`src/rtl/ppu_sram_pkg.sv`:
```
// ppu_sram_pkg: FSM, requester and lane encodings shared by the VRAM arbiter
package ppu_sram_pkg;
  typedef enum logic [2:0] {ST_IDLE, ST_RD, ST_WSET, ST_WPUL, ST_WHLD} state_t;
  typedef enum logic {REQ_RND, REQ_CPU} req_t;
  typedef enum logic {LANE_LO, LANE_HI} lane_t;
endpackage

```
`src/rtl/ppu_sram_arb_if.sv`:
```
// ppu_sram_arb_if: render, CPU and SRAM buses of the VRAM arbiter
interface ppu_sram_arb_if;
  logic        rnd_req;
  logic [11:0] rnd_addr;
  logic        rnd_gnt;
  logic        rnd_rvalid;
  logic [15:0] rnd_rdata;
  logic        cpu_req;
  logic        cpu_we;
  logic [12:0] cpu_addr;
  logic [7:0]  cpu_wdata;
  logic        cpu_gnt;
  logic        cpu_done;
  logic [7:0]  cpu_rdata;
  logic [11:0] sram_addr;
  logic [15:0] sram_wdata;
  logic [15:0] sram_rdata;
  logic        sram_we_n;
  logic        sram_oe_n;
  logic        sram_ub_n;
  logic        sram_lb_n;
  modport master (
    output rnd_req, rnd_addr, cpu_req, cpu_we, cpu_addr, cpu_wdata, sram_rdata,
    input  rnd_gnt, rnd_rvalid, rnd_rdata, cpu_gnt, cpu_done, cpu_rdata,
           sram_addr, sram_wdata, sram_we_n, sram_oe_n, sram_ub_n, sram_lb_n
  );
  modport slave (
    input  rnd_req, rnd_addr, cpu_req, cpu_we, cpu_addr, cpu_wdata, sram_rdata,
    output rnd_gnt, rnd_rvalid, rnd_rdata, cpu_gnt, cpu_done, cpu_rdata,
           sram_addr, sram_wdata, sram_we_n, sram_oe_n, sram_ub_n, sram_lb_n
  );
endinterface

```
`src/rtl/ppu_sram_strobe_tmr.sv`:
```
// ppu_sram_strobe_tmr: down-counter timing a strobe phase, flags its final cycle
module ppu_sram_strobe_tmr #(
  parameter int W = 2
) (
  input  logic         clk,
  input  logic         rst,
  input  logic         load,
  input  logic [W-1:0] val,
  output logic         last
);
  logic [W-1:0] cnt;
  // Load at phase start, then count down and rest at zero
  always_ff @(posedge clk) begin
    if (rst) cnt <= '0;
    else cnt <= load ? val : (cnt != '0 ? cnt - 1'b1 : cnt);
  end
  assign last = cnt == '0;
endmodule

```
`src/rtl/ppu_sram_arb.sv`:
```
// ppu_sram_arb: VRAM SRAM sharing between render and CPU; PPU_SRAM_ARB_STAT_EN adds grant statistics
module ppu_sram_arb
  import ppu_sram_pkg::*;
#(
  parameter int RD_CYC     = 2,
  parameter int WR_CYC     = 2,
  parameter int STARVE_MAX = 4
) (
  input logic i_ppu_clk,
  input logic i_ppu_rst,
  ppu_sram_arb_if.slave bus
`ifdef PPU_SRAM_ARB_STAT_EN
  ,
  output logic [15:0] o_stat_rnd_cnt,
  output logic [15:0] o_stat_cpu_cnt,
  output logic [7:0]  o_stat_cpu_wmax
`endif
);
  localparam int SW = $clog2(STARVE_MAX + 1);
  localparam int TW = $clog2((RD_CYC > WR_CYC ? RD_CYC : WR_CYC) + 1);
  state_t        state, state_nx;
  req_t          who;
  lane_t         lane;
  logic [SW-1:0] starve_cnt;
  logic [11:0]   addr;
  logic [15:0]   wdata;
  logic [15:0]   rnd_rdata;
  logic [7:0]    cpu_rdata;
  logic          rnd_rv, cpu_rd_done;
  logic          idle, rnd_win, cpu_win, last, rd_end;
  assign idle    = state == ST_IDLE && !i_ppu_rst;
  assign rnd_win = idle && bus.rnd_req && (int'(starve_cnt) < STARVE_MAX || !bus.cpu_req);
  assign cpu_win = idle && bus.cpu_req && !rnd_win;
  assign rd_end  = state == ST_RD && last;
  ppu_sram_strobe_tmr #(.W(TW)) u_tmr (
    .clk  (i_ppu_clk),
    .rst  (i_ppu_rst),
    .load (rnd_win || (cpu_win && !bus.cpu_we) || state == ST_WSET),
    .val  (state == ST_WSET ? TW'(WR_CYC - 1) : TW'(RD_CYC - 1)),
    .last (last)
  );
  // Access sequencing and strobe decode from the current phase and latched requester
  always_comb begin
    state_nx = state;
    case (state)
      ST_IDLE: state_nx = (cpu_win && bus.cpu_we) ? ST_WSET : (rnd_win || cpu_win) ? ST_RD : ST_IDLE;
      ST_RD:   state_nx = last ? ST_IDLE : ST_RD;
      ST_WSET: state_nx = ST_WPUL;
      ST_WPUL: state_nx = last ? ST_WHLD : ST_WPUL;
      default: state_nx = ST_IDLE;
    endcase
    bus.sram_oe_n = state != ST_RD;
    bus.sram_we_n = state != ST_WPUL;
    bus.sram_ub_n = !(state != ST_IDLE && (who == REQ_RND || lane == LANE_HI));
    bus.sram_lb_n = !(state != ST_IDLE && (who == REQ_RND || lane == LANE_LO));
  end
  // State, starvation guard, latched request and read-data capture
  always_ff @(posedge i_ppu_clk) begin
    if (i_ppu_rst) begin
      state       <= ST_IDLE;
      who         <= REQ_RND;
      lane        <= LANE_LO;
      starve_cnt  <= '0;
      addr        <= '0;
      wdata       <= '0;
      rnd_rdata   <= '0;
      cpu_rdata   <= '0;
      rnd_rv      <= 1'b0;
      cpu_rd_done <= 1'b0;
    end else begin
      state      <= state_nx;
      starve_cnt <= (!bus.cpu_req || cpu_win) ? '0 :
                    (rnd_win && int'(starve_cnt) < STARVE_MAX) ? starve_cnt + 1'b1 : starve_cnt;
      if (rnd_win) begin
        who  <= REQ_RND;
        addr <= bus.rnd_addr;
      end
      if (cpu_win) begin
        who   <= REQ_CPU;
        addr  <= bus.cpu_addr[12:1];
        lane  <= lane_t'(bus.cpu_addr[0]);
        wdata <= {bus.cpu_wdata, bus.cpu_wdata};
      end
      rnd_rv      <= rd_end && who == REQ_RND;
      cpu_rd_done <= rd_end && who == REQ_CPU;
      if (rd_end && who == REQ_RND) rnd_rdata <= bus.sram_rdata;
      if (rd_end && who == REQ_CPU) cpu_rdata <= lane == LANE_HI ? bus.sram_rdata[15:8] : bus.sram_rdata[7:0];
    end
  end
  assign bus.rnd_gnt    = rnd_win;
  assign bus.cpu_gnt    = cpu_win;
  assign bus.rnd_rvalid = rnd_rv;
  assign bus.rnd_rdata  = rnd_rdata;
  assign bus.cpu_done   = cpu_rd_done || state == ST_WHLD;
  assign bus.cpu_rdata  = cpu_rdata;
  assign bus.sram_addr  = addr;
  assign bus.sram_wdata = wdata;
`ifdef PPU_SRAM_ARB_STAT_EN
  logic [7:0] cpu_wait;
  // Grant counters and worst CPU wait from request to grant
  always_ff @(posedge i_ppu_clk) begin
    if (i_ppu_rst) begin
      o_stat_rnd_cnt  <= '0;
      o_stat_cpu_cnt  <= '0;
      o_stat_cpu_wmax <= '0;
      cpu_wait        <= '0;
    end else begin
      if (rnd_win) o_stat_rnd_cnt <= o_stat_rnd_cnt + 16'd1;
      if (cpu_win) o_stat_cpu_cnt <= o_stat_cpu_cnt + 16'd1;
      if (cpu_win && cpu_wait > o_stat_cpu_wmax) o_stat_cpu_wmax <= cpu_wait;
      cpu_wait <= (!bus.cpu_req || cpu_win) ? '0 : (cpu_wait == 8'hFF ? cpu_wait : cpu_wait + 8'd1);
    end
  end
`endif
endmodule
```
`src/flat_wrapper.sv`:
```
// flat-port wrapper written by rule: the top's interface ports become plain ports
module ppu_sram_arb_flat import ppu_sram_pkg::*;
#(
  parameter int RD_CYC     = 2,
  parameter int WR_CYC     = 2,
  parameter int STARVE_MAX = 4
)
  (i_ppu_clk, i_ppu_rst, bus_rnd_req, bus_rnd_addr, bus_cpu_req, bus_cpu_we, bus_cpu_addr, bus_cpu_wdata, bus_sram_rdata, bus_rnd_gnt, bus_rnd_rvalid, bus_rnd_rdata, bus_cpu_gnt, bus_cpu_done, bus_cpu_rdata, bus_sram_addr, bus_sram_wdata, bus_sram_we_n, bus_sram_oe_n, bus_sram_ub_n, bus_sram_lb_n);
  ppu_sram_arb_if bus_i ();
  input logic i_ppu_clk;
  input logic i_ppu_rst;
  input wire logic [$bits(bus_i.rnd_req)-1:0] bus_rnd_req;
  input wire logic [$bits(bus_i.rnd_addr)-1:0] bus_rnd_addr;
  input wire logic [$bits(bus_i.cpu_req)-1:0] bus_cpu_req;
  input wire logic [$bits(bus_i.cpu_we)-1:0] bus_cpu_we;
  input wire logic [$bits(bus_i.cpu_addr)-1:0] bus_cpu_addr;
  input wire logic [$bits(bus_i.cpu_wdata)-1:0] bus_cpu_wdata;
  input wire logic [$bits(bus_i.sram_rdata)-1:0] bus_sram_rdata;
  output wire logic [$bits(bus_i.rnd_gnt)-1:0] bus_rnd_gnt;
  output wire logic [$bits(bus_i.rnd_rvalid)-1:0] bus_rnd_rvalid;
  output wire logic [$bits(bus_i.rnd_rdata)-1:0] bus_rnd_rdata;
  output wire logic [$bits(bus_i.cpu_gnt)-1:0] bus_cpu_gnt;
  output wire logic [$bits(bus_i.cpu_done)-1:0] bus_cpu_done;
  output wire logic [$bits(bus_i.cpu_rdata)-1:0] bus_cpu_rdata;
  output wire logic [$bits(bus_i.sram_addr)-1:0] bus_sram_addr;
  output wire logic [$bits(bus_i.sram_wdata)-1:0] bus_sram_wdata;
  output wire logic [$bits(bus_i.sram_we_n)-1:0] bus_sram_we_n;
  output wire logic [$bits(bus_i.sram_oe_n)-1:0] bus_sram_oe_n;
  output wire logic [$bits(bus_i.sram_ub_n)-1:0] bus_sram_ub_n;
  output wire logic [$bits(bus_i.sram_lb_n)-1:0] bus_sram_lb_n;
  assign bus_i.rnd_req = bus_rnd_req;
  assign bus_i.rnd_addr = bus_rnd_addr;
  assign bus_i.cpu_req = bus_cpu_req;
  assign bus_i.cpu_we = bus_cpu_we;
  assign bus_i.cpu_addr = bus_cpu_addr;
  assign bus_i.cpu_wdata = bus_cpu_wdata;
  assign bus_i.sram_rdata = bus_sram_rdata;
  assign bus_rnd_gnt = bus_i.rnd_gnt;
  assign bus_rnd_rvalid = bus_i.rnd_rvalid;
  assign bus_rnd_rdata = bus_i.rnd_rdata;
  assign bus_cpu_gnt = bus_i.cpu_gnt;
  assign bus_cpu_done = bus_i.cpu_done;
  assign bus_cpu_rdata = bus_i.cpu_rdata;
  assign bus_sram_addr = bus_i.sram_addr;
  assign bus_sram_wdata = bus_i.sram_wdata;
  assign bus_sram_we_n = bus_i.sram_we_n;
  assign bus_sram_oe_n = bus_i.sram_oe_n;
  assign bus_sram_ub_n = bus_i.sram_ub_n;
  assign bus_sram_lb_n = bus_i.sram_lb_n;
  ppu_sram_arb #(.RD_CYC(RD_CYC), .WR_CYC(WR_CYC), .STARVE_MAX(STARVE_MAX)) u_core (.i_ppu_clk(i_ppu_clk), .i_ppu_rst(i_ppu_rst), .bus(bus_i));
endmodule
```
`config.mk`:
```
export PLATFORM = sky130hd
export DESIGN_NAME = ppu_sram_arb_flat
export DESIGN_NICKNAME = d
export VERILOG_FILES = /design/src/rtl/ppu_sram_pkg.sv /design/src/rtl/ppu_sram_arb_if.sv /design/src/rtl/ppu_sram_strobe_tmr.sv /design/src/rtl/ppu_sram_arb.sv /design/src/flat_wrapper.sv
export SDC_FILE = /design/constraint.sdc
export NUM_CORES = 1
export LEC_CHECK = 0
export CELL_PAD_IN_SITES_DETAIL_PLACEMENT = 1
export CELL_PAD_IN_SITES_GLOBAL_PLACEMENT = 1
export CORE_MARGIN = 5
export CORE_UTILIZATION = 28
export DETAILED_ROUTE_END_ITERATION = 10
export HOLD_SLACK_MARGIN = 0.12
export MAX_ROUTING_LAYER = met4
export PLACE_DENSITY_LB_ADDON = 0.2
export SLEW_MARGIN = 20
export SYNTH_ARGS = -nofsm -noshare
export SYNTH_HDL_FRONTEND = slang
export SYNTH_SLANG_ARGS = --single-unit
```
`constraint.sdc`:
```
create_clock -name i_ppu_clk -period 2.08 [get_ports i_ppu_clk]
set_input_delay 0.624 -clock i_ppu_clk [delete_from_list [all_inputs] [get_ports i_ppu_clk]]
set_output_delay 0.624 -clock i_ppu_clk [all_outputs]
set_load 0.005 [all_outputs]
```
==> results.cfg, run 1 <==
[critical_path]
crit_chain = or3_4 -> o21ai_2 -> clkdlybuf4s15_2
r2r_cells = 4
crit_arrival_ps = 1400
cp-start-kind = flop
cpPeakStageDelay_ps = 420
path_class = flop to primary output
worstReg2RegStart = u_core.state[2]$_SDFF_PP0_
reg2reg_to = u_core.state[0]$_SDFF_PP0_
ff2ff_setup_slack_ps = 330
end_kind = primary output
slowest_stage = or3_4
critPathMaxFanout = 3
required_ps = 1460

[sta]
worst_slew_pin_slew_ps = 554
period_minus_slack_ps = 2020
hold_viol_final = 0
fmax_mhz = 495
slew_headroom = 0.621
tns_ps = 0
fin_crit_sh = 0.971
hold_slack_ps = 495
fin_skew_ps = 8.65
drv_slew = 0
rsz0062_at_grt = false
setup_viol = 0

[floorplanning]
design.portCount = 114
rows = 35
dieArea_um2 = 11500
start_util = 0.287
die-height_um = 107
die_w_um = 107
core_area_um2 = 9200

[synthesis]
ys_seq_area_frac = 0.425
ys_async_sr_fraction = 0
avgSynthCellArea_um2 = 10.3
ys_ff_latch = 56
synthFlopType = dfxtp_1
synth_nets = 313
netlist_area_um2 = 2640
synth_cell_types = 48
synth-edff-count = 0
syn_inst = 257
ys.warnings.count = 0

[final_layout]
fin_cells = 487
fillers = 1061
layout-drive-gt1-share = 0.234
num_antenna_cells = 0
finalNetCount = 431
syn_to_final_growth_pct = 52.7
fin_area_um2 = 4030
multi_input_area_um2 = 1230
regArea_um2 = 1130

[routing]
postRouteAntennaNets = 0
wl_per_cell_um = 17.4
wl_um = 8470
drtPass1Iterations = 4
drc = 0
vias_per_cell = 5.04
vias = 2453
dr.first_iter.drc_count = 58

[clock_network]
clockBufferDepth = 2
cts_sinks = 56
htree_levels = 2
cts_tree = yes
path_clk_slew_ps = 100
numCtsBuffers = 5
postCtsHoldBufs = 0
clock_latency_ps = 310
root_buffer = clkbuf_8

[grt]
grt_max_degree = 34
track_usage = 0.150
grt_pass1_vias = 2578
grt_pass1_wl_um = 13600
grt.overflow.total = 0
grt_antenna_before_repair = 0

[power]
power_density_nw_per_um2 = 684
p_leak_nw = 1.58
ir_drop_mv = 0.320

[outcome]
outcome = completed

[placed_design]
gp_congestion = 0.783
dpl-instance-area_um2 = 3890
post-place-cells = 475
port_buffers = 113
dp_hpwl_um = 6200

[worst_hold_path]
hp-class = flop to flop
min_to = u_core.starve_cnt[1]$_SDFFE_PP0P_
hold_start = u_core.starve_cnt[1]$_SDFFE_PP0P_
hold_depth = 2

[job]
maxCapViolations = 0
[state kept, by name, indices dropped and copies added, names as in the netlist]
register               flops
u_core.lane                1
u_core.bus.rnd_rvalid      1
u_core.starve_cnt          3
u_core.bus.cpu_rdata       8
u_core.bus.sram_wdata      8
u_core.cpu_rd_done         1
u_core.bus.rnd_rdata      16
u_core.state               3
u_core.bus.sram_addr      12
u_core.who                 1
u_core.u_tmr.cnt           2
[cell usage in the layout, fill, tap and decap left out, types with 9 or more instances in the layout]
master | synthesis | layout
buf_4 | 10 | 28
inv_1 | 20 | 18
a21oi_1 | 11 | 11
o221a_2 | 12 | 12
a31oi_1 | 13 | 13
dfxtp_1 | 56 | 53
clkdlybuf4s50_1 | 0 | 103
mux2i_1 | 9 | 9
nor2b_1 | 10 | 10
o311a_1 | 16 | 16
[metrics by stage]
step	total power (W)	setup slack (ps)	utilization
4_1_cts	0.00281	11.8	0.437
3_3_place_gp	0.00213	-640	0.423
3_5_place_dp	0.00215	-681	0.423
6_report	0.00275	60.1	0.438
2_1_floorplan	0.00171	102	-
5_1_grt	0.00292	0.142	0.438
[cells by family after synthesis]
| kind of cell | count (synthesis) | share of synthesized area |
|---|---|---|
| flops | 56 | 0.425 |
| compound gates | 88 | 0.271 |
| xor+xnor | 1 | 0.00332 |
| mux | 18 | 0.0726 |
| fa+ha+maj | 2 | 0.00949 |
| buf+inv | 54 | 0.118 |
| simple gates | 38 | 0.101 |
[worst max path at each step]
| stage | endpoint | slack [ps] | startpoint | cells after the start |
|---|---|---|---|---|
| global placement | bus_rnd_gnt | -640 | i_ppu_rst | 5 |
| global route | bus_sram_ub_n | 0.1 | u_core.state[2]$_SDFF_PP0_ | 3 |
| detailed placement | bus_rnd_gnt | -680 | bus_rnd_req | 5 |
| floorplan | bus_cpu_gnt | 100 | i_ppu_rst | 4 |
| CTS | bus_sram_ub_n | 10 | u_core.state[2]$_SDFF_PP0_ | 3 |
| finish | bus_sram_ub_n | 60 | u_core.state[2]$_SDFF_PP0_ | 3 |
[critical path, delay by kind of cell, from the launching register on]
| family | cells | cell delay [ps] |
|---|---|---|
| AOI/OAI and AO/OA | 1 | 80 |
| buffers and inverters | 1 | 230 |
| DFF | 1 | 370 |
| and+or+nand+nor | 1 | 420 |
[Yosys cell counts, types with 9 or more instances]
cell type | n | area (µm²)
clkbuf_1 | 9 | 33.8
a31oi_1 | 13 | 81.3
o311a_1 | 16 | 160
a21oi_1 | 11 | 55.1
buf_4 | 10 | 75.1
mux2i_1 | 9 | 90.1
o221a_2 | 12 | 135
nor2b_1 | 10 | 62.6
dfxtp_1 | 56 | 1120
inv_1 | 20 | 75.1
[where the power goes]
part           total [W]  leakage (nW)  internal, W  switching (W)
clock network   0.000635        0.0445     0.000272       0.000363
logic           0.000895          1.08     0.000478       0.000417
registers        0.00122         0.458      0.00117      0.0000557
total            0.00275          1.58      0.00192       0.000836
[final cells by class]
class	count	share of cell area
well taps	111	0.0345
clock inverters	1	0.00187
flip-flops and latches	56	0.280
clock buffers	7	0.0214
repair buffers	144	0.338
multi-input cells	147	0.305
inverters	21	0.0196
[metal layers]
layer  track usage  wire [µm]  vias to the layer above  share of wire
li1              -          -                     1197              -
met1         0.189       3890                     1172           0.46
met2         0.242       3980                       76           0.47
met3        0.0367        494                        8          0.058
met4        0.0393        102                        0          0.012
met5             -          0                        -              0
[repair_timing]
| item | CTS | global route |
|---|---|---|
| resized for setup | 37 | 3 |
| endpoints found under the setup margin | 39 | 3 |
| buffers inserted | 4 | 0 |
| gates cloned | 0 | 0 |
| pin swaps | 3 | 0 |
(Power assumes the default switching activity.)
==> inputs of run 2 (changes only) <==
- SKIP_CTS_REPAIR_TIMING: default -> 1
==> run 2 against run 1 <==
Sequential cell count did not move; worst hold slack barely moved; clock power barely moved; largest cell class unchanged.
==> results.cfg, run 2 (same netlist as run 1, synthesis figures left out) <==
[placed_design]
dp_hpwl_um = 6200
gp_congestion = 0.783
port_buffers = 113
post-place-cells = 475

[critical_path]
path_buf_inv = 3
cp-start-kind = primary input
path_class = primary input to primary output
crit_arrival_ps = 1380
critPathMaxFanout = 4
required_ps = 1460
slowest_stage = nor4_4
cpPeakStageDelay_ps = 330
critPathTopFamily = simple AND/OR/NAND/NOR gates
end_kind = primary output
crit_chain = clkbuf_2 -> nor4_4 -> nand2_2 -> inv_2 -> dlymetal6s2s_1

[power]
p_leak_nw = 1.61
ir_drop_mv = 0.321
power_density_nw_per_um2 = 683

[grt]
grt.busiest_layer = met2
grt_pass1_vias = 2567
grt_use_met1 = 0.188
grt_pass1_wl_um = 13500
grt_max_degree = 34
grt_antenna_before_repair = 0
track_usage = 0.150
met2_usage = 0.241
grt.overflow.total = 0
grt_use_met3 = 0.0373

[outcome]
outcome = completed

[sta]
drv_slew = 0
slew_headroom = 0.632
fin_skew_ps = 8.62
rsz0062_at_grt = true
hold_viol_final = 0
setup_viol = 0
worst_slew_pin_slew_ps = 538
fin_crit_sh = 0.964
period_minus_slack_ps = 2010
fmax_mhz = 499
tns_ps = 0

[worst_hold_path]
hp-class = flop to flop

[clock_network]
clock_latency_ps = 310
numCtsBuffers = 5
cts_sinks = 56
htree_levels = 2
path_clk_slew_ps = 100
cts_tree = yes
clockBufferDepth = 2
root_buffer = clkbuf_8

[routing]
vias = 2446
postRouteAntennaNets = 0
vias_per_cell = 5.04
drtPass1Iterations = 4
wl_um = 8480
drc = 0
dr.first_iter.drc_count = 62
wl_per_cell_um = 17.5

[final_layout]
top_register = u_core.bus.rnd_rdata
layout-drive-gt1-share = 0.225
syn_to_final_growth_pct = 52.8
finalNetCount = 429
num_antenna_cells = 0
fillers = 1056
largest_register_ff_count = 16
layout_commonest_cell = clkdlybuf4s50_1
layout_common_cells = 103 x clkdlybuf4s50_1, 53 x dfxtp_1, 26 x buf_4, 18 x inv_1, 16 x o311a_1
fin_cells = 485

[job]
maxCapViolations = 0

[floorplanning]
die-height_um = 107
start_util = 0.287
rows = 35
core_area_um2 = 9200
die_w_um = 107
dieArea_um2 = 11500
design.portCount = 114
==> run 2: cell count changes in the layout (fill, tap and decap cells not counted), moves of 2 or more <==
cell            before  now
buf_2                4    0
buf_4               28   26
clkbuf_2             0    3
dlygate4sd2_1        4    0
dlymetal6s2s_1       0    6
==> run 2: path summary, 6_finish.rpt <==
check	slack [ps]	cells after the start	from	end
hold / removal	490	2	u_core.starve_cnt[1]$_SDFFE_PP0P_	u_core.starve_cnt[1]$_SDFFE_PP0P_
setup / recovery	70	5	i_ppu_rst	bus_rnd_gnt
hold reg to reg	490	2	u_core.starve_cnt[1]$_SDFFE_PP0P_	u_core.starve_cnt[1]$_SDFFE_PP0P_
setup reg to reg	330	5	u_core.state[2]$_SDFF_PP0_	u_core.bus.rnd_rdata[4]$_SDFFE_PP0P_
==> run 2: power breakdown <==
group / switching (W) / internal [W] / leakage (nW) / total (W)
logic: 0.000416 / 0.000472 / 1.11 / 0.000888
clock network: 0.000365 / 0.000272 / 0.0445 / 0.000637
registers: 0.0000557 / 0.00117 / 0.458 / 0.00123
total: 0.000837 / 0.00191 / 1.61 / 0.00275
==> run 2: area by class of cell <==
class                           instances  area (µm²)  share of cell area
Timing Repair Buffer                  142        1370               0.340
Multi-Input combinational cell        147        1220               0.303
Inverter                               21        78.8              0.0196
Tap cell                              111         139              0.0345
Clock inverter                          1        7.51             0.00186
Sequential cell                        56        1120               0.279
Clock buffer                            7        86.3              0.0214
==> run 2: through the flow <==
stage | utilization | area (µm²) | setup WS, ps | hold WS, ps | power [W]
2_1_floorplan | - | 2640 | 102 | 458 | 0.00171
3_3_place_gp | 0.423 | 3890 | -640 | 475 | 0.00213
3_5_place_dp | 0.423 | 3890 | -681 | 479 | 0.00215
4_1_cts | 0.433 | 3980 | -684 | 498 | 0.00281
5_1_grt | 0.438 | 4030 | -15.0 | 516 | 0.00292
6_report | 0.438 | 4030 | 74.1 | 495 | 0.00275
==> run 2: metal layers <==
layer	share of wire	up-vias	routed length (µm)
met2	0.46	74	3940
met5	0	-	0
li1	-	1192	-
met3	0.056	8	474
met4	0.012	0	102
met1	0.47	1172	3970
==> run 2: worst reg2reg max path, stage by stage (launching register included) <==
cell	delay, ps
dfxtp_2	350
buf_4	160
or3b_1	410
buf_4	230
o311a_1	310
a31o_2	200
